### src/rtl/serial_add_pkg.sv
`default_nettype none
// ============================================================================
// Module      : serial_add_pkg
// Description : Shared definitions for the bit-serial adder: FSM state
//               encoding and the counter-width helper.
// Revision    : 1.0 - initial release
// ============================================================================
package serial_add_pkg;

  typedef enum logic [1:0] {
    IDLE  = 2'd0,
    SHIFT = 2'd1,
    DONE  = 2'd2
  } state_t;

  // Number of bits needed to count 0 .. value-1 (minimum 1).
  function automatic int clog2(input int value);
    int result;
    result = 0;
    for (int v = value - 1; v > 0; v = v >> 1) begin
      result = result + 1;
    end
    if (result == 0) begin
      result = 1;
    end
    return result;
  endfunction

endpackage : serial_add_pkg
`default_nettype wire

### src/rtl/serial_add32_add_full.sv
`default_nettype none
// ============================================================================
// Module      : add_full
// Description : Purely combinational 1-bit full adder. Port order mirrors the
//               full-subtractor cell (results first, then operands).
// Ports       : sum       - a ^ b ^ carry_in
//               carry_out - majority(a, b, carry_in)
//               a, b      - operand bits
//               carry_in  - incoming carry
// Revision    : 1.0 - initial release
// ============================================================================
module add_full (
  output logic sum,
  output logic carry_out,
  input  logic a,
  input  logic b,
  input  logic carry_in
);

  assign sum       = a ^ b ^ carry_in;
  assign carry_out = (a & b) | (a & carry_in) | (b & carry_in);

endmodule : add_full
`default_nettype wire

### src/rtl/serial_add32.sv
`default_nettype none
// ============================================================================
// Module      : serial_add32
// Description : Bit-serial ripple adder. Adds one bit pair per clock, LSB
//               first, through a single full-adder cell, then presents sum,
//               carry-out and signed overflow with a one-cycle done pulse.
// Ports       : clk, reset (sync, active-high)
//               start, a, b, carry_in  - request and operands
//               busy                   - operation in progress
//               done                   - one-cycle result-valid pulse
//               sum, carry_out         - held result
//               overflow               - signed overflow (held with sum)
// Options     : SERIAL_ADD_OVF_EN - when defined, builds the carry-into-MSB
//               flop and drives overflow; otherwise overflow is tied to 0.
// Revision    : 1.0 - initial release
// ============================================================================
module serial_add32
  import serial_add_pkg::*;
#(
  parameter int WIDTH = 32
) (
  input  logic             clk,
  input  logic             reset,
  input  logic             start,
  input  logic [WIDTH-1:0] a,
  input  logic [WIDTH-1:0] b,
  input  logic             carry_in,
  output logic             busy,
  output logic             done,
  output logic [WIDTH-1:0] sum,
  output logic             carry_out,
  output logic             overflow
);

  localparam int             CNT_W    = clog2(WIDTH);
  localparam logic [CNT_W-1:0] CNT_LAST = CNT_W'(WIDTH - 1);

  state_t           state;
  logic [CNT_W-1:0] cnt;
  logic [WIDTH-1:0] a_sh;
  logic [WIDTH-1:0] b_sh;
  logic [WIDTH-1:0] res_sh;
  logic             carry_r;
  logic             fa_sum;
  logic             fa_carry;

  add_full u_add_full (
    .sum       (fa_sum),
    .carry_out (fa_carry),
    .a         (a_sh[0]),
    .b         (b_sh[0]),
    .carry_in  (carry_r)
  );

`ifdef SERIAL_ADD_OVF_EN
  // Carry into bit WIDTH-1, captured on the final SHIFT cycle.
  logic msb_carry;

  always_ff @(posedge clk) begin
    if (reset) begin
      msb_carry <= 1'b0;
    end else if (state == SHIFT && cnt == CNT_LAST) begin
      msb_carry <= carry_r;
    end
  end

  // Both terms are held registers, so overflow changes only with sum.
  assign overflow = msb_carry ^ carry_out;
`else
  assign overflow = 1'b0;
`endif

  always_ff @(posedge clk) begin
    if (reset) begin
      state     <= IDLE;
      cnt       <= '0;
      a_sh      <= '0;
      b_sh      <= '0;
      res_sh    <= '0;
      carry_r   <= 1'b0;
      busy      <= 1'b0;
      done      <= 1'b0;
      sum       <= '0;
      carry_out <= 1'b0;
    end else begin
      done <= 1'b0;
      case (state)
        IDLE, DONE: begin
          // DONE accepts start exactly like IDLE for back-to-back use.
          if (start) begin
            a_sh    <= a;
            b_sh    <= b;
            carry_r <= carry_in;
            cnt     <= '0;
            busy    <= 1'b1;
            state   <= SHIFT;
          end else begin
            busy  <= 1'b0;
            state <= IDLE;
          end
        end

        SHIFT: begin
          a_sh    <= a_sh >> 1;
          b_sh    <= b_sh >> 1;
          res_sh  <= {fa_sum, res_sh[WIDTH-1:1]};
          carry_r <= fa_carry;
          cnt     <= cnt + CNT_W'(1);
          if (cnt == CNT_LAST) begin
            // Publish the completed result; res_sh keeps working privately.
            sum       <= {fa_sum, res_sh[WIDTH-1:1]};
            carry_out <= fa_carry;
            busy      <= 1'b0;
            done      <= 1'b1;
            state     <= DONE;
          end
        end

        default: begin
          busy  <= 1'b0;
          state <= IDLE;
        end
      endcase
    end
  end

endmodule : serial_add32
`default_nettype wire

### config.mk
export PLATFORM = sky130hd
export DESIGN_NAME = serial_add32
export DESIGN_NICKNAME = d
export VERILOG_FILES = /design/src/rtl/serial_add_pkg.sv /design/src/rtl/serial_add32_add_full.sv /design/src/rtl/serial_add32.sv
export SDC_FILE = /design/constraint.sdc
export NUM_CORES = 1
export LEC_CHECK = 0
export ABC_AREA = 1
export BUFFER_PORTS_ARGS = -buffer_cell sky130_fd_sc_hd__buf_2
export CAP_MARGIN = 20
export CORE_ASPECT_RATIO = 0.7
export CORE_UTILIZATION = 29
export DETAILED_ROUTE_END_ITERATION = 6
export GPL_ROUTABILITY_DRIVEN = 0
export PLACE_DENSITY = 0.47
export SLEW_MARGIN = 20
export SYNTH_ARGS = -nofsm -noshare
export SYNTH_HDL_FRONTEND = slang
export SYNTH_SLANG_ARGS = --single-unit
### constraint.sdc
create_clock -name clk -period 2.15 [get_ports clk]
set_input_delay 0.1075 -clock clk [delete_from_list [all_inputs] [get_ports clk]]
set_output_delay 0.1075 -clock clk [all_outputs]
set_load 0.1 [all_outputs]
==> results.md <==
* CTS tree: done
* DR iter-0 viols at 378
* DR pass1 iterations at 5
* Max incr delay on CP at 0.38 ns
* R2R cell count at 8
* Ratio of final minimum period to clock period at 85.6%
* Core area at 19900 sq um
* Post-Synth XOR/XNOR Area at 0%
* Post-CTS setup buffers at 0
* Critical-path cell list: ha_1 -> inv_1 -> nor3_1 -> ha_1 -> buf_4 -> nand3_1 -> buf_4 -> o21ai_0
* Max FO, Critical Path at 18
* Resize count post-CTS at 0
* Cell taking the most area after synthesis: dfxtp_1
* Synth warnings at 0
* Routed Antenna Nets at 0
* Initial Utilization at 29.7%
* Max-cap violations at 0
* Die H at 121 microns
* Largest family of logic cells by synthesized area: simple AND/OR/NAND/NOR gates
* Grt ovf at 0
* Fin. Hold Viols at 0
* Highest Clock Rate at 544 MHz
* Port Buffers at 102
* FF+latch count, synth at 138
* Layout Utilization at 36.2%
* Root Driver: clkbuf_16
* Hold depth at 5
* Synth Area in Compound Gates at 12.7%
* Cell leakage power at 3.07 nW
* TritonCTS buffer count at 17
* Global-route wire length before repair at 25.4 mm
* Worst slew pin tran at 0.976 ns
* Io pins at 104
* Critical Path End Type: flip-flop
* Synth Area in Adders at 0.765%
* Final setup violation count at 0
* Final setup margin at 0.310 ns
* Detail Placement HPWL at 9.61 mm
* Ranking of synthesized cells by area: dfxtp_1 47%, nand3_1 20%, a21oi_1 8.6%
* Dpl ws at 0.320 ns
* Worst VDD drop at 0.000436 V
* Final Skew at 0.0183 ns
* WP data arrival at 2.19 ns
* Final Slew Violations at 0
* Crit path kind: reg -> reg
* Unrepaired setup endpoints after global routing: false
* Max-slew headroom at 34.9%
* Vias per inst at 4.59
* Minimum clock period at 1.84 ns
* GR Util All Layers at 15.6%
* Layout cells sized above 1 at 17.5%
* Skew-Pair Late Insertion Delay at 0.42 ns
* Share of Yosys cell area claimed by the top area cell type at 46.9%
* Commonest non-fill, non-tap cell in the layout: nand3_1
* Sink Count at 138
* Final wirelength at 15.7 mm
* Diodes inserted at 0
* Final #Nets at 961
* Syn avg cell area at 7.18 sq um
* Die Width at 172 microns
* Clock-pin slew on the worst setup and hold paths at 0.06 ns
* Fillers at 2146
* Cell Area, Synth at 5890 sq um
* Post-Syn Instances at 820
* CP max-delay cell: dfxtp_1
* Unique masters post-synth at 19
* Most frequent cells in the layout: 231 x nand3_1, 137 x dfxtp_1, 101 x a21oi_1, 101 x buf_2, 93 x nand2_1
* Critical Path RT at 2.50 ns
* Via count at 5381
* Post-DR wirelength/cell at 13.4 microns
* Mux contribution to synthesized area at 0%
* Simple-gate portion of the synthesized area at 28.5%
* Cell Pwr Density at 872 nW/um^2
* Initial antenna violation count at 0
* Vias in the first global route at 4791
* Sequential-to-total area share from yosys stat at 46.9%
* Syn Nets at 891
* Worst Hold Class: in -> reg
* CP Launch Type: flip-flop
* Hold Buf Count CTS at 2
* Layout area overhead at 22.2%
* Post-route setup TNS at 0 ns
* Die area at 20900 sq um
* Longest Clk Path Bufs at 2
* H-tree lvl count at 4
* DRC viols at 0
* Status: completed
* Site Rows at 43
* Largest net degree at the start of global routing at 86
-- stage by stage --
stage	instance area (sq um)	hold slack [ns]	std cells	power, mW
2_1_floorplan	5890	0.255	820	3.30
3_3_place_gp	6600	0.384	1139	3.50
3_5_place_dp	6600	0.386	1139	3.50
4_1_cts	7200	0.00677	1173	6.36
5_1_grt	7200	0.0379	1173	6.58
6_report	7200	0.0231	1173	6.28
-- critical path, delay by kind of cell, from the launching register on --
kind | cells | cell delay [ns]
flops | 1 | 0.38
buf+inv | 3 | 0.55
simple gates | 2 | 0.31
compound gates | 1 | 0.15
fa+ha+maj | 2 | 0.38
-- kinds of logic after synthesis --
family / Yosys count
buffers and inverters: 160
flip-flops: 138
other: 1
AND/OR/NAND/NOR: 369
AO/OA/AOI/OAI: 149
adder cells (fa/ha/maj): 3
-- worst paths after layout --
check / to / slack, ns / from
setup / recovery: sum[6]$_SDFFE_PP0P_ / 0.31 / cnt[0]$_SDFFE_PP0P_
hold / removal: a_sh[28]$_SDFFE_PP0P_ / 0.02 / a[28]
setup reg to reg: sum[6]$_SDFFE_PP0P_ / 0.31 / cnt[0]$_SDFFE_PP0P_
hold reg to reg: sum[9]$_SDFFE_PP0P_ / 0.46 / sum[9]$_SDFFE_PP0P_
-- Yosys cell counts, drive strengths merged --
cell type	n
a21oi	101
buf	50
clkbuf	22
clkinv	24
conb	1
dfxtp	138
fa	1
ha	2
inv	64
nand2	95
nand3	231
nor2	42
nor3	1
o21ai	48
-- sequential cells by signal (all words and copies together), names as in the netlist --
register / cells
res_sh: 31
sum: 32
a_sh: 32
b_sh: 32
carry_out: 1
state: 2
cnt: 5
carry_r: 1
busy: 1
done: 1
-- layer usage --
| layer | GRT usage, % | part of all wire (%) | routed length [microns] | vias up |
|---|---|---|---|---|
| met1 | 23.8 | 54 | 8390 | 2397 |
| met4 | 4.92 | 1.2 | 182 | 0 |
| met2 | 20.7 | 40 | 6280 | 121 |
| met3 | 4.11 | 5.3 | 826 | 13 |
| li1 | - | - | - | 2850 |
| met5 | 0 | 0 | 0 | - |
-- cell type report --
cell class	count	area (sq um)	area share, %
sequential	138	2760	38.4
tap	270	338	4.69
multi-input combinational	522	2490	34.6
timing repair buffer	123	701	9.74
clock inverter	10	91.3	1.27
clock buffer	22	484	6.73
inverter	88	330	4.59
-- report_power, final --
group          internal [mW]  switching [mW]  leakage (nW)
clock                   1.71            1.13         0.282
sequential              2.70          0.0773          1.13
combinational          0.233           0.427          1.66
total                   4.65            1.63          3.07
(Power assumes the default switching activity.)
